$ cat src/rtl/trng_bias_cal.sv
// Bias calibration for the ring-oscillator TRNG: SAR search of the VDAC code
// toward 50 % ones density, then von Neumann debiasing with drift monitoring.
module trng_bias_cal #(
  parameter int unsigned BITWIDTH      = 8,
  parameter int unsigned WIN_LOG2      = 10,
  parameter int unsigned SETTLE_CYCLES = 16,
  parameter int unsigned TOL           = 32
) (
  input  logic                clk,
  input  logic                rst,
  input  logic                sample_in,
  input  logic                cal_start,
  output logic [BITWIDTH-1:0] vdac_code,
  output logic                busy,
  output logic                locked,
  output logic                rnd_bit,
  output logic                rnd_valid,
  output logic [WIN_LOG2:0]   ones_count,
  output logic                drift_err
);

  localparam int unsigned CNT_W = WIN_LOG2 + 1;
  localparam int unsigned IDX_W = (BITWIDTH > 1) ? $clog2(BITWIDTH) : 1;
  localparam int unsigned SET_W = (SETTLE_CYCLES > 1) ? $clog2(SETTLE_CYCLES) : 1;

  localparam logic [CNT_W-1:0]    HALF        = CNT_W'(2 ** (WIN_LOG2 - 1));
  localparam logic [SET_W-1:0]    SETTLE_LAST = SET_W'(SETTLE_CYCLES - 1);
  localparam logic [IDX_W-1:0]    TOP_IDX     = IDX_W'(BITWIDTH - 1);
  localparam logic [BITWIDTH-1:0] MID_CODE    = {1'b1, {(BITWIDTH-1){1'b0}}};

  typedef enum logic [2:0] {
    IDLE,
    SETTLE,
    MEASURE,
    ADJUST,
    LOCKED
  } state_t;

  state_t              state_q, state_d;
  logic [BITWIDTH-1:0] vdac_q, vdac_d;
  logic [IDX_W-1:0]    bit_idx_q, bit_idx_d;
  logic [SET_W-1:0]    settle_cnt_q, settle_cnt_d;
  logic [WIN_LOG2-1:0] win_cnt_q, win_cnt_d;
  logic [CNT_W-1:0]    ones_q, ones_d;
  logic [CNT_W-1:0]    ones_count_q, ones_count_d;
  logic                busy_q, busy_d;
  logic                locked_q, locked_d;
  logic                rnd_bit_q, rnd_bit_d;
  logic                rnd_valid_q, rnd_valid_d;
  logic                drift_q, drift_d;
  logic                pair_full_q, pair_full_d;
  logic                pair_a_q, pair_a_d;

  logic [CNT_W-1:0]    win_total;
  logic [CNT_W-1:0]    win_dev;
  logic [IDX_W-1:0]    idx_m1;
  logic                start;

  always_comb begin
    state_d      = state_q;
    vdac_d       = vdac_q;
    bit_idx_d    = bit_idx_q;
    settle_cnt_d = settle_cnt_q;
    win_cnt_d    = win_cnt_q;
    ones_d       = ones_q;
    ones_count_d = ones_count_q;
    busy_d       = busy_q;
    locked_d     = locked_q;
    rnd_bit_d    = rnd_bit_q;
    rnd_valid_d  = 1'b0;
    drift_d      = drift_q;
    pair_full_d  = pair_full_q;
    pair_a_d     = pair_a_q;

    win_total = ones_q + CNT_W'(sample_in);
    win_dev   = (win_total >= HALF) ? (win_total - HALF) : (HALF - win_total);
    idx_m1    = bit_idx_q - 1'b1;
    start     = cal_start && ((state_q == IDLE) || (state_q == LOCKED));

    case (state_q)
      IDLE: ;

      SETTLE: begin
        if (settle_cnt_q == SETTLE_LAST) begin
          ones_d    = '0;
          win_cnt_d = '0;
          state_d   = MEASURE;
        end else begin
          settle_cnt_d = settle_cnt_q + 1'b1;
        end
      end

      MEASURE: begin
        ones_d    = win_total;
        win_cnt_d = win_cnt_q + 1'b1;
        if (win_cnt_q == '1) begin
          state_d = ADJUST;
        end
      end

      ADJUST: begin
        ones_count_d = ones_q;
        // Density at or above half means the trial code is too high.
        if (ones_q >= HALF) begin
          vdac_d[bit_idx_q] = 1'b0;
        end
        if (bit_idx_q != '0) begin
          bit_idx_d      = idx_m1;
          vdac_d[idx_m1] = 1'b1;
          settle_cnt_d   = '0;
          state_d        = SETTLE;
        end else begin
          busy_d      = 1'b0;
          locked_d    = 1'b1;
          ones_d      = '0;
          win_cnt_d   = '0;
          pair_full_d = 1'b0;
          state_d     = LOCKED;
        end
      end

      LOCKED: begin
        if (pair_full_q) begin
          pair_full_d = 1'b0;
          if (pair_a_q != sample_in) begin
            rnd_bit_d   = pair_a_q;
            rnd_valid_d = 1'b1;
          end
        end else begin
          pair_full_d = 1'b1;
          pair_a_d    = sample_in;
        end

        win_cnt_d = win_cnt_q + 1'b1;
        if (win_cnt_q == '1) begin
          ones_count_d = win_total;
          ones_d       = '0;
          if (32'(win_dev) > TOL) begin
            drift_d = 1'b1;
          end
        end else begin
          ones_d = win_total;
        end
      end

      default: state_d = IDLE;
    endcase

    // A restart pre-empts whatever LOCKED computed this cycle, including a pair result.
    if (start) begin
      vdac_d       = MID_CODE;
      bit_idx_d    = TOP_IDX;
      settle_cnt_d = '0;
      locked_d     = 1'b0;
      drift_d      = 1'b0;
      pair_full_d  = 1'b0;
      rnd_valid_d  = 1'b0;
      busy_d       = 1'b1;
      state_d      = SETTLE;
    end
  end

  always_ff @(posedge clk) begin
    if (rst) begin
      state_q      <= IDLE;
      vdac_q       <= '0;
      bit_idx_q    <= '0;
      settle_cnt_q <= '0;
      win_cnt_q    <= '0;
      ones_q       <= '0;
      ones_count_q <= '0;
      busy_q       <= 1'b0;
      locked_q     <= 1'b0;
      rnd_bit_q    <= 1'b0;
      rnd_valid_q  <= 1'b0;
      drift_q      <= 1'b0;
      pair_full_q  <= 1'b0;
      pair_a_q     <= 1'b0;
    end else begin
      state_q      <= state_d;
      vdac_q       <= vdac_d;
      bit_idx_q    <= bit_idx_d;
      settle_cnt_q <= settle_cnt_d;
      win_cnt_q    <= win_cnt_d;
      ones_q       <= ones_d;
      ones_count_q <= ones_count_d;
      busy_q       <= busy_d;
      locked_q     <= locked_d;
      rnd_bit_q    <= rnd_bit_d;
      rnd_valid_q  <= rnd_valid_d;
      drift_q      <= drift_d;
      pair_full_q  <= pair_full_d;
      pair_a_q     <= pair_a_d;
    end
  end

  assign vdac_code  = vdac_q;
  assign busy       = busy_q;
  assign locked     = locked_q;
  assign rnd_bit    = rnd_bit_q;
  assign rnd_valid  = rnd_valid_q;
  assign ones_count = ones_count_q;
  assign drift_err  = drift_q;

endmodule

$ cat config.mk
export PLATFORM = sky130hd
export DESIGN_NAME = trng_bias_cal
export DESIGN_NICKNAME = d
export VERILOG_FILES = /design/src/rtl/trng_bias_cal.sv
export SDC_FILE = /design/constraint.sdc
export NUM_CORES = 1
export LEC_CHECK = 0
export BUFFER_PORTS_ARGS = -buffer_cell sky130_fd_sc_hd__buf_2
export CAP_MARGIN = 25
export CORE_MARGIN = 2
export CORE_UTILIZATION = 55
export DETAILED_ROUTE_END_ITERATION = 12
export PLACE_DENSITY = 0.73
export SYNTH_ARGS = -nofsm -noshare
export SYNTH_HDL_FRONTEND = slang
export SYNTH_SLANG_ARGS = --single-unit
$ cat constraint.sdc
create_clock -name clk -period 5.5 [get_ports clk]
set_input_delay 0 -clock clk [delete_from_list [all_inputs] [get_ports clk]]
set_output_delay 0 -clock clk [all_outputs]
set_load 0.01 [all_outputs]
==> flow_metrics.tcl, run 1 <==
set metrics [dict create \
    grt_start_max_net_pins 28 \
    drtIter0Drc 163 \
    switchingPower_mw 0.281 \
    port-buffer-count 27 \
    viasPerCell 5.59 \
    hold_viol 0 \
    synth_nets 367 \
    boundaryPins 28 \
    pwr-share-seq 0.461 \
    root_buffer "clkbuf_8" \
    relSlewSlack 0.569 \
    hold_path_class "input pin to flop" \
    drc 0 \
    synth-async-reset-ratio 0 \
    fp.dieW_um 77.0 \
    cts.sinks 57 \
    required_ps 5720 \
    final_common_cell "dfxtp_1" \
    grt_pass1_vias 2339 \
    synth_cells 357 \
    yosysWarnings 0 \
    num_rows 26 \
    grt_first_pass_wirelength_mm 11.0 \
    crit_path_start_kind "flop" \
    gp_congestion 0.862 \
    syn-mean-instance-area_um2 8.22 \
    clkLatencyLatePin_ps 350 \
    synth-main-ff-cell "dfxtp_1" \
    cp_num_buf_inv 1 \
    ctsResizeCount 0 \
    power_density_nw_per_um2 304 \
    ys_seq_area_frac 0.389 \
    drt-total-wl_mm 6.26 \
    grt_setup_unrepaired "false" \
    setup_viol 0 \
    cp_slowest_cell "a211oi_4" \
    areaGrowthSynthToFinish_pct 10.7 \
    ant_nets 0 \
    cts_max_level 3 \
    num_vias 2522 \
    cp_max_fo 14 \
    yosys_register_bits 57 \
    critical_path_class "flop to flop" \
    die_area_um2 5930 \
    slew_violations 0 \
    skew_ps 10.4 \
    dp_cells 434 \
    clock_power_share 0.398 \
    cpLargestDelayFamily "compound AO/OA/AOI/OAI gates" \
    p_int_mw 0.705 \
    combinationalPowerShare 0.142 \
    num_antenna_cells 0 \
    overflow 0 \
    syn_area_um2 2930 \
    leakage_nw 1.18 \
    cts_tree "yes" \
    hpwl_mm 4.45 \
    final_cell_mix "dfxtp_1 (57), nor2_1 (49), nand2_1 (38), buf_2 (27)" \
    finalNonFillerCells 451 \
    nNetsFinal 386 \
    drive_gt1_frac 0.136 \
    cp.arrival_ps 2530 \
    dr.pass1.iters 4 \
    ir_worst_vdd_mv 0.238 \
    cpPeakStageDelay_ps 550 \
    antenna_found_initial 0 \
    synth.distinct_cells 50 \
    post-route-min-period_ps 2310 \
    die_y_um 77.0 \
    cts_buffers 9 \
    outcome "complete, no violations" \
    max_freq_mhz 433 \
    tightestPinTransition_ps 642 \
    clkTransAtPathRegs_ps 70 \
    initial_utilization 0.571 \
    synth_edf_count 0 \
    setup_tns_ps 0 \
    fill_cells 472 \
    utilization 0.631 \
    end_kind "flop" \
    wl_per_cell_um 13.9 \
    period_share 0.420 \
    track_usage 0.231 \
    swShare 0.285 \
    path_cells "inv_1, ha_1, nand2b_1, a21o_1, a211oi_4, nor2_2, o21ai_0, o31ai_1" \
    core_area_um2 5140 \
    drv_cap 0 \
    clockBufferDepth 2 \
]
## repair_timing
| item | 4_1_cts | 5_1_grt |
|---|---|---|
| endpoints found under the hold margin | 2 | 0 |
| hold buffers | 1 | 0 |
| setup buffers | 0 | 0 |
## flip-flops by register name, indices dropped and copies added (netlist names), 3 cells and up
signal	flops
bit_idx_q	3
ones_count	11
ones_q	11
settle_cnt_q	4
state_q	3
vdac_code	8
win_cnt_q	10
## logic make-up (layout without fill, tap and decap cells)
kind of cell | Yosys count | in the layout | synth area share
compound gates | 84 | 84 | 0.189
buf+inv | 24 | 48 | 0.0448
fa+ha+maj | 6 | 6 | 0.0256
simple gates | 157 | 157 | 0.264
mux | 4 | 4 | 0.0137
xor+xnor | 25 | 25 | 0.0747
flops | 57 | 57 | 0.389
## layout make-up
| cell class | count | area, um2 | area share |
|---|---|---|---|
| inverters | 4 | 15.0 | 0.00463 |
| well taps | 70 | 87.6 | 0.0270 |
| clock buffers | 11 | 141 | 0.0436 |
| multi-input cells | 276 | 1660 | 0.512 |
| repair buffers | 28 | 145 | 0.0447 |
| flip-flops and latches | 57 | 1140 | 0.352 |
| clock inverters | 5 | 55.1 | 0.0170 |
## per-stage QoR
step                      area [um2]  setup WS, ps  total power, mW  hold slack, ps
after floorplan                 2930          3630            0.578             136
after detailed placement        3040          3240            0.603             309
after CTS                       3250          3220            0.992            23.7
after global placement          3040          3320            0.599             312
final                           3250          3190            0.986            23.7
after global routing            3250          2990             1.03            65.5
## routing by layer
metal	global-route usage	vias up	wire [um]
met5	0	-	0
li1	-	1301	-
met4	0.109	0	140
met2	0.350	60	2720
met1	0.312	1146	3100
met3	0.0518	15	298
## worst paths after layout
check | start | end | slack (ps) | depth (start not counted)
worst max-delay path | bit_idx_q[0] | ones_q[10] | 3190 | 8
worst min-delay path | cal_start | state_q[0] | 20 | 4
worst max register to register | bit_idx_q[0] | ones_q[10] | 3190 | 8
worst min register to register | vdac_code[4] | vdac_code[4] | 460 | 2
## power groups by stage
stage	clock [mW]	sequential [mW]	combinational (mW)
finish	0.392	0.454	0.140
global route	0.417	0.458	0.157
CTS	0.397	0.454	0.141
detailed placement	0	0.464	0.139
global placement	0	0.462	0.137
floorplan	0	0.454	0.125
## cells in the mapped netlist (2+ instances only)
master	n	area (um2)
and3_1	8	50.1
a21oi_1	26	130
xor2_1	14	123
nand3b_1	2	15.0
a311oi_1	5	43.8
o31ai_1	5	37.5
ha_1	6	75.1
nand4_1	7	43.8
buf_2	4	20.0
or4_1	2	15.0
o21a_1	3	22.5
nand2b_1	7	43.8
and2_0	2	12.5
a211oi_1	7	52.6
inv_1	4	15.0
nor3_1	6	30.0
buf_4	3	22.5
o41ai_1	2	17.5
o21ai_0	26	130
nor2_2	2	12.5
nor2_1	49	184
nand3_1	14	70.1
nor4_1	2	12.5
xnor2_1	11	96.3
and2_1	4	25.0
nand2_1	38	143
clkbuf_2	2	10.0
nor2b_1	3	18.8
clkbuf_1	8	30.0
or3_1	4	25.0
buf_6	3	33.8
mux2i_1	4	40.0
dfxtp_1	57	1140
## worst register-to-register path: stages (launching register included)
cell	delay, ps
dfxtp_1	370
inv_1	210
ha_1	230
nand2b_1	130
a21o_1	230
a211oi_4	550
nor2_2	160
o21ai_0	220
o31ai_1	100
(Power assumes the default switching activity.)
==> run 2: changes to the inputs <==
- CORE_UTILIZATION: 55 -> 53
- clock period: 5.5 -> 2 ns (I/O delays scaled with it)
==> run 2 against run 1 <==
Critical path depth fell by 1. Cell count rose by 6.2%. Fmax rose by 22%. Total power rose to 3.1 times the previous value. Critical path type unchanged. Largest cell class unchanged. Largest power group is now clock.
==> flow_metrics.tcl, run 2 (synthesis results as in run 1) <==
set metrics [dict create \
    outcome "complete, no violations" \
    clockBufferDepth 2 \
    antenna_found_initial 0 \
    nNetsFinal 412 \
    gp_congestion 0.901 \
    cp_max_fo 4 \
    initial_utilization 0.539 \
    slew_violations 0 \
    num_antenna_cells 0 \
    pwr-share-seq 0.402 \
    relSlewSlack 0.744 \
    utilization 0.654 \
    num_rows 27 \
    final_common_cell "dfxtp_1" \
    max_freq_mhz 529 \
    grt_first_pass_wirelength_mm 10.9 \
    cp.arrival_ps 2120 \
    r2r_cells 7 \
    swShare 0.256 \
    drt-total-wl_mm 6.43 \
    cts_tree "yes" \
    boundaryPins 28 \
    drv_cap 0 \
    setup_viol 0 \
    holdPathStages 3 \
    ir_worst_vdd_mv 0.555 \
    drtIter0Drc 235 \
    hold_path_class "input pin to flop" \
    hpwl_mm 4.70 \
    die_area_um2 6140 \
    post-route-min-period_ps 1890 \
    required_ps 2220 \
    clkTransAtPathRegs_ps 70 \
    areaGrowthSynthToFinish_pct 21.3 \
    dr.pass1.iters 4 \
    die_y_um 78.4 \
    period_share 0.946 \
    preCtsSetupSlack_ps 29.9 \
    grt_setup_unrepaired "false" \
    drc 0 \
    wl_per_cell_um 13.4 \
    setup_tns_ps 0 \
    cts_buffers 9 \
    leakage_nw 1.34 \
    end_kind "flop" \
    clkLatencyLatePin_ps 340 \
    cts.sinks 57 \
    switchingPower_mw 0.780 \
    combinationalPowerShare 0.166 \
    p_int_mw 2.27 \
    r2r_slack_ps 110 \
    track_usage 0.224 \
    grt_start_max_net_pins 23 \
    hold_viol 0 \
    grt_pass1_vias 2368 \
    total_power_mw 3.05 \
    timing.rr.end "drift_err" \
    skew_ps 10.3 \
    final_cell_mix "dfxtp_1 (57), nor2_1 (49), nand2_1 (38), buf_2 (27)" \
    min_to "rnd_valid" \
    power_density_nw_per_um2 856 \
    viasPerCell 5.49 \
    fp.dieW_um 78.4 \
    worstHoldStart "sample_in" \
    num_vias 2632 \
    overflow 0 \
    fin_ws_ps 108 \
    clock_power_share 0.432 \
    root_buffer "clkbuf_8" \
    reg2reg_from "ones_q[0]" \
    cts_max_level 3 \
    crit_path_start_kind "flop" \
    critical_path_class "flop to flop" \
    drive_gt1_frac 0.201 \
    tightestPinTransition_ps 383 \
    cts_setup_buffers 0 \
    ant_nets 0 \
    port-buffer-count 27 \
    startpoint "ones_q[0]" \
    core_area_um2 5440 \
]
## run 2: area by class of cell
cell class              count  area (um2)
clock inverters             6         105
fillers                   469        1880
repair buffers             54         368
clock buffers              10         138
flip-flops and latches     57        1140
well taps                  72        90.1
multi-input cells         276        1700
inverters                   4        15.0
## run 2: repair_timing
item,CTS,global route
endpoints found under the setup margin,0,13
gates resized for setup,0,7
endpoints found under the hold margin,5,0
hold buffers,2,0
## run 2: power groups by stage
stage	sequential [mW]	combinational (mW)	clock, mW
after detailed placement	1.25	0.497	0
after global placement	1.25	0.489	0
after global routing	1.23	0.559	1.40
final	1.23	0.507	1.31
after floorplan	1.25	0.343	0
after CTS	1.22	0.503	1.34
## run 2: worst max path at each step
stage,to,slack [ps],cells past startpoint
global route,win_cnt_q[6],7,9
CTS,drift_err,10,7
finish,drift_err,110,7
detailed placement,drift_err,30,7
global placement,drift_err,90,7
floorplan,win_cnt_q[4],130,9
## run 2: metal layers
metal,vias up,share of wire,wire length (um),GRT usage
met5,-,0,0,0
met4,0,0.013,85,0.104
met3,9,0.038,245,0.0448
met2,66,0.45,2890,0.335
met1,1207,0.50,3200,0.310
li1,1350,-,-,-
## run 2: critical path, cell delays in order (launching register included)
cell and delay (ps):
dfxtp_1 400, ha_4 170, ha_4 200, or4_1 400, a21oi_1 130, or3_1 120
a32oi_1 80, o31a_1 280
## run 2: through the flow
| stage | cell area, um2 | hold WS, ps | cells |
|---|---|---|---|
| 3_3_place_gp | 3250 | 304 | 461 |
| 3_5_place_dp | 3250 | 313 | 461 |
| 4_1_cts | 3520 | 0.588 | 479 |
| 6_report | 3560 | 30.1 | 479 |
| 2_1_floorplan | 2930 | 136 | 357 |
| 5_1_grt | 3560 | 38.1 | 479 |
==> run 3: changes to the inputs <==
==> constraint.sdc (replaced) <==
create_clock -name clk -period 1.7 [get_ports clk]
set_input_delay 0 -clock clk [delete_from_list [all_inputs] [get_ports clk]]
set_output_delay 0 -clock clk [all_outputs]
set_load 0.005 [all_outputs]
==> run 3 against run 2 <==
Largest cell class unchanged. Clock power decreased by 9.9%. Highest routed layer unchanged. Global-route usage increased by 2.2 points. Sequential cell count unchanged. Sequential power increased by 19%. Total power increased by 14%. Count of clock-buffer cells in the layout increased by 3. Non-clock buffer count increased by 39. Cell count increased by 7.9%. Register-to-register slack got worse by 200 ps. Via count increased by 9.7%. Critical path type unchanged. Combinational power increased by 66%. The flow now finishes with violations (negative setup slack). First-iteration DRC count decreased by 20%.
==> flow_metrics.tcl, run 3 (synthesis results as in run 1) <==
set metrics [dict create \
    outcome "finished with violations" \
    violations "negative setup slack" \
    clockBufferDepth 2 \
    ir_worst_vdd_mv 0.632 \
    combinationalPowerShare 0.241 \
    viasPerCell 5.58 \
    num_rows 27 \
    port-buffer-count 27 \
    die_area_um2 6140 \
    cts_buffers 9 \
    final_cell_mix "buf_4 (55), dfxtp_1 (46), nor2_1 (45), nand2_1 (37), buf_2 (27)" \
    setup_viol 12 \
    num_antenna_cells 0 \
    track_usage 0.246 \
    multi_input_area_um2 1880 \
    nNetsFinal 451 \
    initial_utilization 0.539 \
    root_buffer "clkbuf_8" \
    critical_path_class "flop to flop" \
    cts_tree "yes" \
    cp_slowest_cell "or4_4" \
    seqCellArea_um2 1160 \
    fp.dieW_um 78.4 \
    drc 0 \
    grt_pass1_vias 2558 \
    cp_max_fo 3 \
    utilization 0.744 \
    path_cells "ha_4, ha_4, or4_4, a21oi_2, or3_1, a32oi_1, o31a_1" \
    cts_max_level 3 \
    cpLargestDelayFamily "simple AND/OR/NAND/NOR gates" \
    preCtsSetupSlack_ps -132 \
    clkLatencyLatePin_ps 340 \
    hold_viol 0 \
    final_common_cell "buf_4" \
    required_ps 1940 \
    p_int_mw 2.47 \
    tightestPinTransition_ps 422 \
    drt-total-wl_mm 7.79 \
    num_vias 2887 \
    pwr-share-seq 0.419 \
    cp_num_buf_inv 0 \
    fill_cells 411 \
    path_common_cell "ha_4" \
    clkTransAtPathRegs_ps 70 \
    drv_cap 0 \
    relSlewSlack 0.719 \
    dr.pass1.iters 4 \
    leakage_nw 1.55 \
    period_share 1.05 \
    ant_nets 0 \
    areaGrowthSynthToFinish_pct 38.0 \
    end_kind "flop" \
    max_freq_mhz 558 \
    crit_path_start_kind "flop" \
    post-route-min-period_ps 1790 \
    cpPeakStageDelay_ps 410 \
    antenna_found_initial 0 \
    hpwl_mm 5.02 \
    die_y_um 78.4 \
    grt_start_max_net_pins 23 \
    drive_gt1_frac 0.369 \
    skew_ps 10.2 \
    cts.sinks 57 \
    boundaryPins 28 \
    cp.arrival_ps 2030 \
    fin_ws_ps -90.9 \
    gp_congestion 0.873 \
    switchingPower_mw 1.02 \
    total_power_mw 3.49 \
    swShare 0.292 \
    core_area_um2 5440 \
    clock_power_share 0.339 \
    power_density_nw_per_um2 861 \
    grt_first_pass_wirelength_mm 11.8 \
    hold_path_class "input pin to flop" \
    grt_setup_unrepaired "true" \
    overflow 0 \
    drtIter0Drc 187 \
    slew_violations 0 \
    wl_per_cell_um 15.1 \
]
-- run 3: cell types whose count changed in the layout (fill, tap and decap cells not counted), moves of 4 or more --
cell     before  now
nor2_1       49   45
dfxtp_2       0    7
o21ai_1       0    5
buf_6         0    5
ha_1          4    0
o21ai_0      26   16
o21ai_2       0    5
dfxtp_1      57   46
buf_4        23   55
dfxtp_4       0    4
-- run 3: per-layer routing --
metal / vias up / track usage / share of wire
met5: - / 0 / 0
li1: 1421 / - / -
met2: 74 / 0.383 / 0.48
met3: 17 / 0.0448 / 0.035
met1: 1375 / 0.324 / 0.46
met4: 0 / 0.133 / 0.024
-- run 3: through the flow --
step / hold WS, ps / instance area (um2) / TNS, ps / cells
2_1_floorplan: 136 / 2980 / -1.45 / 357
3_3_place_gp: 324 / 3510 / -578 / 488
3_5_place_dp: 332 / 3510 / -1440 / 488
4_1_cts: 14.7 / 3760 / -97.7 / 507
5_1_grt: 30.0 / 4050 / -2760 / 517
6_report: 20.4 / 4050 / -349 / 517
-- run 3: power by group through the flow --
stage | clock network (mW) | registers (mW) | logic, mW
floorplan | 0 | 1.46 | 0.430
global placement | 0 | 1.47 | 0.660
detailed placement | 0 | 1.48 | 0.671
CTS | 1.20 | 1.45 | 0.696
global route | 1.25 | 1.47 | 0.914
finish | 1.18 | 1.46 | 0.841
-- run 3: path summary, 6_finish.rpt --
kind,from,end,slack [ps],cells past startpoint
worst max-delay path,ones_q[0],drift_err,-90,7
worst min-delay path,rst,state_q[0],20,2
worst max register to register,ones_q[0],drift_err,-90,7
worst min register to register,vdac_code[1],vdac_code[1],470,2
-- run 3: cell type report --
type                       instances  share of cell area
multi-input combinational        276               0.464
tap                               72              0.0223
timing repair buffer              93               0.177
sequential                        57               0.288
clock buffer                      13              0.0417
inverter                           4             0.00433
clock inverter                     2             0.00309
-- run 3: timing repair --
item                                    4_1_cts  5_1_grt
buffers inserted                              2        6
gates cloned                                  0        4
endpoints found under the hold margin         2        0
endpoints found under the setup margin       24       44
pin swaps                                     3       29
hold buffers                                  2        0
resized for setup                             9       58
-- run 3: worst register-to-register path: cells and delay by family (launching register included) --
family                   cells  cell delay, ps
AND/OR/NAND/NOR              2             530
AO/OA/AOI/OAI                3             450
flip-flops                   1             330
adder cells (fa/ha/maj)      2             390
